### config.mk
export PLATFORM = sky130hd
export DESIGN_NAME = ofb_chain_ctrl
export DESIGN_NICKNAME = d
export VERILOG_FILES = /design/src/rtl/ofb_chain_ctrl.sv
export SDC_FILE = /design/constraint.sdc
export NUM_CORES = 1
export LEC_CHECK = 0
export BUFFER_PORTS_ARGS = -buffer_cell sky130_fd_sc_hd__buf_2
export CORE_AREA = 2 2 447 449
export CTS_CLUSTER_SIZE = 25
export DETAILED_ROUTE_END_ITERATION = 12
export DIE_AREA = 0 0 449 451
export HOLD_SLACK_MARGIN = 0.12
export PLACE_DENSITY = 0.35
export RECOVER_POWER = 25
export SETUP_SLACK_MARGIN = 0.1
export SLEW_MARGIN = 25
export SYNTH_ARGS = -nofsm -noshare
export SYNTH_HDL_FRONTEND = slang
export SYNTH_SLANG_ARGS = --single-unit
### constraint.sdc
create_clock -name clk -period 2 [get_ports clk]
set_input_delay 0.4 -clock clk [delete_from_list [all_inputs] [get_ports clk]]
set_output_delay 0.4 -clock clk [all_outputs]
set_load 0.05 [all_outputs]
### src/rtl/ofb_chain_ctrl.sv
// ----------------------------------------------------------------------------
// ofb_chain_ctrl
// Sequencer for a combinational AES-128 OFB core. It accepts one 128-bit
// block at a time, waits CORE_LAT cycles for the core, returns the result,
// and chains the keystream (core_pre_enc) into the next block's IV.
//
// Optional feature macro: OFB_CHAIN_CNT_EN
//   When defined, the blk_count output and its counter exist.
//
// Ports
//   clk, rst          : clock, synchronous active-high reset
//   start, abort      : begin a message (IDLE only) / return to IDLE
//   key, iv           : AES key and initial vector, sampled on start
//   in_valid/in_ready/in_data/in_last     : input block stream
//   out_valid/out_ready/out_data/out_last : result stream
//   core_key/core_iv/core_image           : registered drives to the core
//   core_ciphertext/core_pre_enc          : core results
//   busy              : high whenever the controller is not idle
//   blk_count         : delivered block count (OFB_CHAIN_CNT_EN only)
// ----------------------------------------------------------------------------
module ofb_chain_ctrl #(
   parameter int unsigned CORE_LAT = 1,
   parameter int unsigned CNT_W    = 16
) (
   input  logic         clk,
   input  logic         rst,
   input  logic         start,
   input  logic         abort,
   input  logic [127:0] key,
   input  logic [127:0] iv,
   input  logic         in_valid,
   output logic         in_ready,
   input  logic [127:0] in_data,
   input  logic         in_last,
   output logic         out_valid,
   input  logic         out_ready,
   output logic [127:0] out_data,
   output logic         out_last,
   output logic [127:0] core_key,
   output logic [127:0] core_iv,
   output logic [127:0] core_image,
   input  logic [127:0] core_ciphertext,
   input  logic [127:0] core_pre_enc,
   output logic         busy
`ifdef OFB_CHAIN_CNT_EN
   ,
   output logic [CNT_W-1:0] blk_count
`endif
);

   localparam int unsigned BLK_W = 128;
   localparam int unsigned LAT_W = 4;

   typedef enum logic [1:0] {
      S_IDLE   = 2'd0,
      S_ACCEPT = 2'd1,
      S_WAIT   = 2'd2,
      S_OUT    = 2'd3
   } state_t;

   state_t           r_state;
   state_t           w_state_nxt;
   logic [LAT_W-1:0] r_wait_cnt;
   logic [BLK_W-1:0] r_chain;
   logic             r_last;
   logic             w_do_start;
   logic             w_do_accept;
   logic             w_do_capture;
   logic             w_do_deliver;

   // Elaboration-time guard on parameter ranges.
   if (CORE_LAT < 1 || CORE_LAT > 15 || CNT_W < 1) begin : g_bad_param
      $error("ofb_chain_ctrl: CORE_LAT must be 1..15 and CNT_W >= 1");
   end

   // State register.
   always_ff @(posedge clk) begin
      if (rst) begin
         r_state <= S_IDLE;
      end else begin
         r_state <= w_state_nxt;
      end
   end

   // Next-state and datapath strobes; abort overrides every transition.
   always_comb begin
      w_state_nxt  = r_state;
      w_do_start   = 1'b0;
      w_do_accept  = 1'b0;
      w_do_capture = 1'b0;
      w_do_deliver = 1'b0;
      case (r_state)
         S_IDLE: begin
            if (start) begin
               w_state_nxt = S_ACCEPT;
               w_do_start  = 1'b1;
            end
         end
         S_ACCEPT: begin
            if (in_valid && in_ready) begin
               w_state_nxt = S_WAIT;
               w_do_accept = 1'b1;
            end
         end
         S_WAIT: begin
            // Counter reaches zero CORE_LAT edges after accept; capture on the next.
            if (r_wait_cnt == LAT_W'(0)) begin
               w_state_nxt  = S_OUT;
               w_do_capture = 1'b1;
            end
         end
         S_OUT: begin
            if (out_valid && out_ready) begin
               w_state_nxt  = out_last ? S_IDLE : S_ACCEPT;
               w_do_deliver = 1'b1;
            end
         end
         default: w_state_nxt = S_IDLE;
      endcase
      if (abort) begin
         w_state_nxt  = S_IDLE;
         w_do_start   = 1'b0;
         w_do_accept  = 1'b0;
         w_do_capture = 1'b0;
         w_do_deliver = 1'b0;
      end
   end

   // Registered handshake/status outputs, core drives and chaining datapath.
   always_ff @(posedge clk) begin
      if (rst) begin
         in_ready   <= 1'b0;
         out_valid  <= 1'b0;
         busy       <= 1'b0;
         out_last   <= 1'b0;
         out_data   <= '0;
         core_key   <= '0;
         core_iv    <= '0;
         core_image <= '0;
         r_chain    <= '0;
         r_last     <= 1'b0;
         r_wait_cnt <= '0;
      end else begin
         in_ready  <= (w_state_nxt == S_ACCEPT);
         out_valid <= (w_state_nxt == S_OUT);
         busy      <= (w_state_nxt != S_IDLE);
         if (w_do_start) begin
            core_key <= key;
            r_chain  <= iv;
         end
         if (w_do_accept) begin
            core_image <= in_data;
            r_last     <= in_last;
            core_iv    <= r_chain;
            r_wait_cnt <= LAT_W'(CORE_LAT);
         end else if (r_state == S_WAIT && r_wait_cnt != LAT_W'(0)) begin
            r_wait_cnt <= r_wait_cnt - LAT_W'(1);
         end
         if (w_do_capture) begin
            out_data <= core_ciphertext;
            r_chain  <= core_pre_enc;
            out_last <= r_last;
         end
      end
   end

`ifdef OFB_CHAIN_CNT_EN
   // Delivered-block counter; cleared on start, wraps naturally.
   always_ff @(posedge clk) begin
      if (rst) begin
         blk_count <= '0;
      end else if (w_do_start) begin
         blk_count <= '0;
      end else if (w_do_deliver) begin
         blk_count <= blk_count + CNT_W'(1);
      end
   end
`endif

endmodule

# Word level (Yosys, flattened, before mapping)
# Index checks and enable logic that the tools add are counted.
# Widths: inputs -> output; s select.
[word_totals]
regBits = 651
output_inout_bits = 516
elab_cells = 49
inputBits = 647
[classes]
add_sub_neg = 1
n_mux = 20
n_reduce_logical = 10
n_eq_ne = 5
[op_table]
columns = ["op", "count"]
rows = [
  ["$mux 128", 2],
  ["$mux 1", 12],
  ["$mux 2", 5],
  ["$pmux 2 s4", 1],
  ["$eq 2x2->1 const B", 3],
  ["$reduce_bool 2->1", 3],
  ["$eq 2x1->1 const B", 2],
  ["$logic_not 4->1", 1],
  ["$reduce_bool 4->1", 1],
  ["$sub 4x1->4 const B", 1],
  ["$logic_and 1x1->1", 3],
  ["$logic_not 2->1", 1],
  ["$reduce_or 2->1", 1],
]

# Logic depth before layout (Yosys ltp)
# Gate-level depths: netlist of run 1.
[logic_depth]
depth_word = 5
ltp_mapped = 8
ltp_nobuf = 5

# Worst setup path before layout of run 1
# No wires, ideal clock.
[synth_path]
kind = "in2reg"
startpoint = "in abort"
endpoint = "reg r_chain[15]"
arrival_ns = 1.622
path_slack_ns = 0.246
required_time_ns = 1.868
stages = 7
setup_ns = 0.132
cell_sequence = "buf_2 -> or4b_1 -> buf_2 -> buf_6 -> buf_6 -> o211ai_2 -> a21oi_1"
[synth_via]
elab_chain_len = 2
word_cells_on_any_way = 4
[synth_rtl]
columns = ["item", "line_no", "text"]
rows = [
  ["start: declaration", "28", "input logic abort,"],
  ["$mux 1", "120", "if (abort) begin"],
  ["$mux 128 or $reduce_bool 2->1 (tied branches)", "--", ""],
  ["end signal: assignment", "149", "r_chain <= iv;"],
  ["end signal: assignment", "161", "r_chain <= core_pre_enc;"],
  ["end: declaration", "64", "logic [BLK_W-1:0] r_chain;"],
]
# Parallel ways exist; a longest one is shown, timed or not.
# A chain may end at the register's enable or synchronous reset.

# Final worst setup path of run 1
[layout_path]
startpoint = "reg r_wait_cnt[0]"
endpoint = "reg r_chain[123]"
[layout_via]
elab_chain_len = 5
word_cells_on_any_way = 6
[layout_rtl]
columns = ["item", "line_no", "text"]
rows = [
  ["start: declaration", "63", "logic [LAT_W-1:0] r_wait_cnt;"],
  ["start signal: assignment", "155", "r_wait_cnt <= LAT_W'(CORE_LAT);"],
  ["start signal: assignment", "157", "r_wait_cnt <= r_wait_cnt - LAT_W'(1);"],
  ["$logic_not 4->1 (*)", "107", "if (r_wait_cnt == LAT_W'(0)) begin"],
  ["$mux 1 (*)", "107", ""],
  ["$mux 1 (*)", "92", "case (r_state)"],
  ["$mux 1 (*)", "120", ""],
  ["$mux 128 or $reduce_bool 2->1 (tied branches)", "--", ""],
]
# Every way passes the cells marked *; elsewhere a longest branch is shown, timed or not.

==> flow_summary.json, run 1 <==
{
  "outcome": "completed",
  "crit_family": "buffers and inverters",
  "finalSetupViolations": 0,
  "areaGrowthSynthToFinish_pct": 78.0,
  "vias": 30800,
  "slew_violations": 0,
  "synth-seq-cells": 651,
  "ir_worst_vdd_uv": 639,
  "timing.final.ws_setup_ps": 101,
  "clockPowerShare_pct": 47.2,
  "clockBufferDepth": 3,
  "crit_type": "reg -> reg",
  "firstDrtPassIters": 6,
  "cts_root_buf": "clkbuf_16",
  "max_freq_ghz": 0.526,
  "fin_skew_ps": 29.3,
  "cp_num_buf_inv": 4,
  "hpwl_um": 129000,
  "io_pins": 1163,
  "ys_warn_count": 0,
  "ant_nets": 0,
  "critPathMostFrequentCell": "buf_4",
  "post-place-ws_ps": -157,
  "overflow": 0,
  "cp-endpoint": "r_chain[123]",
  "reg2regPathDepth": 8,
  "port_buffers": 1162,
  "yosysMostFrequentCell": "dfxtp_1",
  "place.gp.congestion": 0.886,
  "cp-startpoint": "r_wait_cnt[0]",
  "finalSetupTns_ps": 0,
  "post_dp_cell_area_um2": 35500,
  "p_comb_share_pct": 13.0,
  "dr.first_iter.drc_count": 2029,
  "path_depth": 8,
  "swShare_pct": 27.7,
  "fin_area_um2": 45500,
  "cp_cell_sequence": "inv_2, ha_4, and3b_4, clkbuf_16, buf_4, a32oi_2, buf_4, a21oi_1",
  "initial_core_util_pct": 12.9,
  "wl_um": 174000,
  "cp.arrival_ps": 2500,
  "r2r_setup_slack_ps": 100,
  "path_clk_slew_ps": 60,
  "grt_max_degree": 133,
  "slowest_delay_ps": 360,
  "synth_area_um2": 25600,
  "antenna_found_initial": 60,
  "post-route-period-util_pct": 95.0,
  "rr_startpoint": "r_wait_cnt[0]",
  "crit_path_end_kind": "flop",
  "core_region_area_um2": 198000,
  "layout-drive-gt1-share_pct": 34.1,
  "clkLatencyLatePin_ps": 720,
  "syn_avg_cell_area_um2": 8.53,
  "grt_pass1_vias": 31200,
  "syn_nets": 3647,
  "rsz0062_at_grt": "true",
  "critPathSlowestCell": "dfxtp_1",
  "die_width_um": 449,
  "timing.max_cap.violations": 0,
  "critPathLaunchType": "flop",
  "fin_nets": 5374,
  "hold_violations": 0,
  "drc": 0,
  "hold_path.class": "in -> reg",
  "pwr_density_cell_nw_per_um2": 738,
  "synth_cell_types": 35,
  "slew_headroom_pct": 46.7,
  "dieArea_um2": 202000,
  "leakagePower_nw": 17.8,
  "cts.sinks": 651,
  "netlist_top_cells_area": "dfxtp_1 51%, a21oi_1 12%, nand3_1 7.8%, o21ai_0 7.6%, o211ai_2 4.9%",
  "n_fill_cell": 22100,
  "vias_per_cell": 4.13,
  "power.internal_mw": 24.3,
  "synth_cells": 2999,
  "cts_buffers": 87,
  "netlist.area_leader.share_pct": 50.9,
  "finalPower_mw": 33.6,
  "r2r_end": "r_chain[123]",
  "rows": 164,
  "pwr-share-seq_pct": 39.9,
  "synth_edf_count": 0,
  "die_h_um": 451,
  "synth_common_cells": "651 x dfxtp_1, 634 x a21oi_1, 401 x nand3_1, 388 x o21ai_0, 271 x nand2_1",
  "p_switching_mw": 9.31,
  "grt_pass1_wl_um": 239000,
  "grtUsageTotal_pct": 16.2,
  "dpl.cell_count": 6635,
  "period_minus_slack_ps": 1900,
  "synth_async_sr_flop_share_pct": 0,
  "stdcell_count": 7471,
  "wl_per_cell_um": 23.3,
  "yosys.area.top_type": "dfxtp_1",
  "required_ps": 2600,
  "ys.flop_type": "dfxtp_1",
  "yosysSeqAreaShare_pct": 50.9,
  "tightest_slew_ps": 799,
  "cp_max_fo": 6,
  "cts.htree.levels": 3,
  "cts_tree": "yes"
}
-- power by group through the flow --
stage | Sequential (mW) | Clock (mW) | Combinational (mW)
5_1_grt | 13.4 | 17.0 | 4.64
2_1_floorplan | 14.1 | 0 | 1.05
3_3_place_gp | 13.7 | 0 | 3.19
4_1_cts | 13.4 | 16.5 | 4.36
6_report | 13.4 | 15.8 | 4.36
3_5_place_dp | 13.7 | 0 | 3.19
-- cell usage in the layout (no fill, tap or decap), types with 23 or more instances in the layout --
| master | n |
|---|---|
| nand3_1 | 398 |
| buf_4 | 138 |
| dlygate4sd3_1 | 642 |
| clkbuf_1 | 23 |
| o211ai_1 | 28 |
| dfxtp_1 | 648 |
| nand2_1 | 271 |
| a32oi_1 | 94 |
| buf_12 | 71 |
| o21ai_0 | 388 |
| clkbuf_2 | 175 |
| a21oi_1 | 633 |
| buf_2 | 938 |
| o211ai_2 | 100 |
| clkbuf_16 | 95 |
| diode_2 | 25 |
-- how the worst min path moves through the flow --
stage,start,to,slack (ps),cells past startpoint
2_1_floorplan,r_last,out_last,440,2
3_3_place_gp,core_key[37],core_key[37],440,2
3_5_place_dp,core_key[24],core_key[24],450,2
4_1_cts,core_pre_enc[123],r_chain[123],120,4
5_1_grt,core_pre_enc[123],r_chain[123],180,4
6_report,out_ready,busy,220,4
-- registers in the layout (all words and copies together), names as in the netlist, 2 cells and up --
register and cells:
core_image 128, r_chain 128, out_data 128, r_wait_cnt 4, r_state 2, core_key 128, core_iv 128
-- kinds of logic after synthesis --
| logic type | Yosys count | share of synthesized area (%) |
|---|---|---|
| AOI/OAI and AO/OA | 1287 | 30.3 |
| adders and majority gates | 1 | 0.0489 |
| and+or+nand+nor | 695 | 12.4 |
| DFF | 651 | 50.9 |
| buffers and inverters | 365 | 6.32 |
-- cell type report --
cell class	instances	area (µm²)	share of cell area (%)
Sequential cell	651	13000	28.6
Tap cell	2656	3320	7.30
Timing Repair Buffer	1999	15100	33.1
Antenna cell	25	62.6	0.137
Clock buffer	128	2550	5.61
Clock inverter	25	260	0.572
Multi-Input combinational cell	1983	11200	24.6
Inverter	4	15.0	0.0330
-- worst reg2reg max path, stage by stage (launching register included) --
cell	delay (ps)
dfxtp_1	360
inv_2	70
ha_4	160
and3b_4	280
clkbuf_16	230
buf_4	140
a32oi_2	330
buf_4	170
a21oi_1	50
-- layer usage --
layer	vias up	GRT usage (%)	share of wire [%]	wire length, µm
met3	282	3.59	5.6	9730
met1	15100	19.2	40	70500
met2	1067	28.5	50	87200
met5	-	0	0.12	204
li1	14400	-	-	-
met4	32	6.27	3.7	6440
-- repair_timing --
action / 4_1_cts / 5_1_grt
resized for setup: 100 / 24
gates cloned: 2 / 7
setup buffers: 3 / 4
endpoints found under the setup margin: 123 / 201
hold buffers: 642 / 0
endpoints found under the hold margin: 516 / 0
pin swaps: 1 / 4
-- metrics by stage --
step	hold slack, ps	util [%]
after floorplan	440	-
after global placement	442	17.9
after detailed placement	447	17.9
after CTS	121	22.8
after global routing	181	23.0
final	223	23.0
No activity file was read; power rests on OpenSTA's default activity.
==> run 2, diff against run 1 <==
--- a/config.mk
+++ b/config.mk
@@ -11,8 +11,6 @@
 export DETAILED_ROUTE_END_ITERATION = 12
 export DIE_AREA = 0 0 449 451
 export HOLD_SLACK_MARGIN = 0.12
-export PLACE_DENSITY = 0.35
-export RECOVER_POWER = 25
 export SETUP_SLACK_MARGIN = 0.1
 export SLEW_MARGIN = 25
 export SYNTH_ARGS = -nofsm -noshare
==> flow_summary.json, run 2 (synthesized netlist as in run 1, its figures left out) <==
{
  "period_minus_slack_ps": 1850,
  "crit_type": "reg -> out",
  "seqCellArea_um2": 13000,
  "cts_buffers": 83,
  "fin_hold_ws_ps": 194,
  "cts.sinks": 651,
  "rows": 164,
  "slew_violations": 0,
  "slowest_delay_ps": 480,
  "wl_um": 195000,
  "pwr_density_cell_nw_per_um2": 749,
  "hold_path.class": "in -> reg",
  "timing.max_cap.violations": 0,
  "cts_root_buf": "clkbuf_16",
  "critPathSlowestCell": "dfxtp_1",
  "critPathLaunchType": "flop",
  "die_h_um": 451,
  "clockBufferDepth": 3,
  "finalSetupTns_ps": 0,
  "place.gp.congestion": 0.942,
  "cp_cell_sequence": "buf_4",
  "path_depth": 1,
  "outcome": "completed",
  "path_clk_slew_ps": 70,
  "post-route-period-util_pct": 92.6,
  "ir_worst_vdd_uv": 664,
  "final_cell_mix": "1,115 x buf_2, 647 x dfxtp_1, 642 x dlygate4sd3_1",
  "rsz0062_at_grt": "true",
  "n_fill_cell": 21800,
  "tightest_slew_ps": 736,
  "hold_violations": 0,
  "cts.htree.levels": 3,
  "vias_per_cell": 4.33,
  "grt_pass1_vias": 30900,
  "firstDrtPassIters": 6,
  "cp.arrival_ps": 1450,
  "reg2regPathDepth": 7,
  "whs_path_depth": 3,
  "areaGrowthSynthToFinish_pct": 76.2,
  "max_freq_ghz": 0.540,
  "clkLatencyLatePin_ps": 720,
  "grt_pass1_wl_um": 258000,
  "fin_area_um2": 45100,
  "post_dp_cell_area_um2": 35200,
  "antenna_found_initial": 163,
  "hp-start": "core_pre_enc[55]",
  "crit_family": "flip-flops",
  "die_width_um": 449,
  "vias": 32500,
  "overflow": 0,
  "crit_path_end_kind": "output pin",
  "cp_max_fo": 2,
  "ant_nets": 0,
  "hpwl_um": 152000,
  "fin_nets": 5339,
  "layout-drive-gt1-share_pct": 33.1,
  "dieArea_um2": 202000,
  "port_buffers": 1162,
  "finalPower_mw": 33.8,
  "multi_input_area_um2": 11000,
  "grt_max_degree": 104,
  "drc": 0,
  "rr_startpoint": "r_wait_cnt[0]",
  "layout_commonest_cell": "buf_2",
  "cts_tree": "yes",
  "core_region_area_um2": 198000,
  "slew_headroom_pct": 50.9,
  "required_ps": 1600,
  "initial_core_util_pct": 12.9,
  "cp-startpoint": "core_image[84]",
  "wl_per_cell_um": 26.0,
  "finalSetupViolations": 0,
  "leakagePower_nw": 17.7,
  "cp_num_buf_inv": 1,
  "grtUsageTotal_pct": 18.1,
  "fin_skew_ps": 37.7,
  "dr.first_iter.drc_count": 3725,
  "io_pins": 1163
}
[run 2: stage by stage]
stage / worst slack (ps) / cells / util [%]
floorplan: 246 / 2999 / -
global placement: -22.0 / 6607 / 17.8
detailed placement: -81.5 / 6607 / 17.8
CTS: 12.2 / 7409 / 22.6
global route: 77.9 / 7474 / 22.7
finish: 147 / 7507 / 22.7
[run 2: final timing paths]
path	end	slack (ps)
setup reg to reg	r_chain[89]	160
hold / removal	r_chain[55]	190
hold reg to reg	core_key[6]	450
setup / recovery	core_image[84]	150
[run 2: final cells by class]
type	instances	area share [%]
Inverter	4	0.0333
Antenna cell	94	0.522
Tap cell	2656	7.37
Clock buffer	120	5.32
Multi-Input combinational cell	1984	24.4
Clock inverter	31	0.985
Sequential cell	651	28.9
Timing Repair Buffer	1967	32.5
[run 2: what timing repair did]
action,CTS,global route
buffers inserted,8,1
pin swaps,2,0
hold buffers,642,0
gates resized for setup,54,7
cloned,1,3
setup endpoints to repair,320,91
endpoints found under the hold margin,519,0
[run 2: routing by layer]
layer  vias to the layer above  global-route usage [%]  share of wire (%)
li1                      14400                       -                  -
met1                     15800                    21.2                 39
met2                      1735                    30.1                 48
met3                       498                    4.94                7.8
met4                        60                    9.85                5.8
met5                         -                       0               0.19
[run 2: worst min-delay path, delay by kind of cell]
kind,cells,cell delay [ps]
compound gates,1,130
simple gates,1,220
buf+inv,1,100
[run 2: power breakdown]
| group | internal [mW] | leakage [nW] | switching (mW) |
|---|---|---|---|
| Combinational | 1.91 | 11.0 | 2.58 |
| Sequential | 13.2 | 5.27 | 0.166 |
| Clock | 9.29 | 1.38 | 6.60 |
| Total | 24.4 | 17.7 | 9.34 |
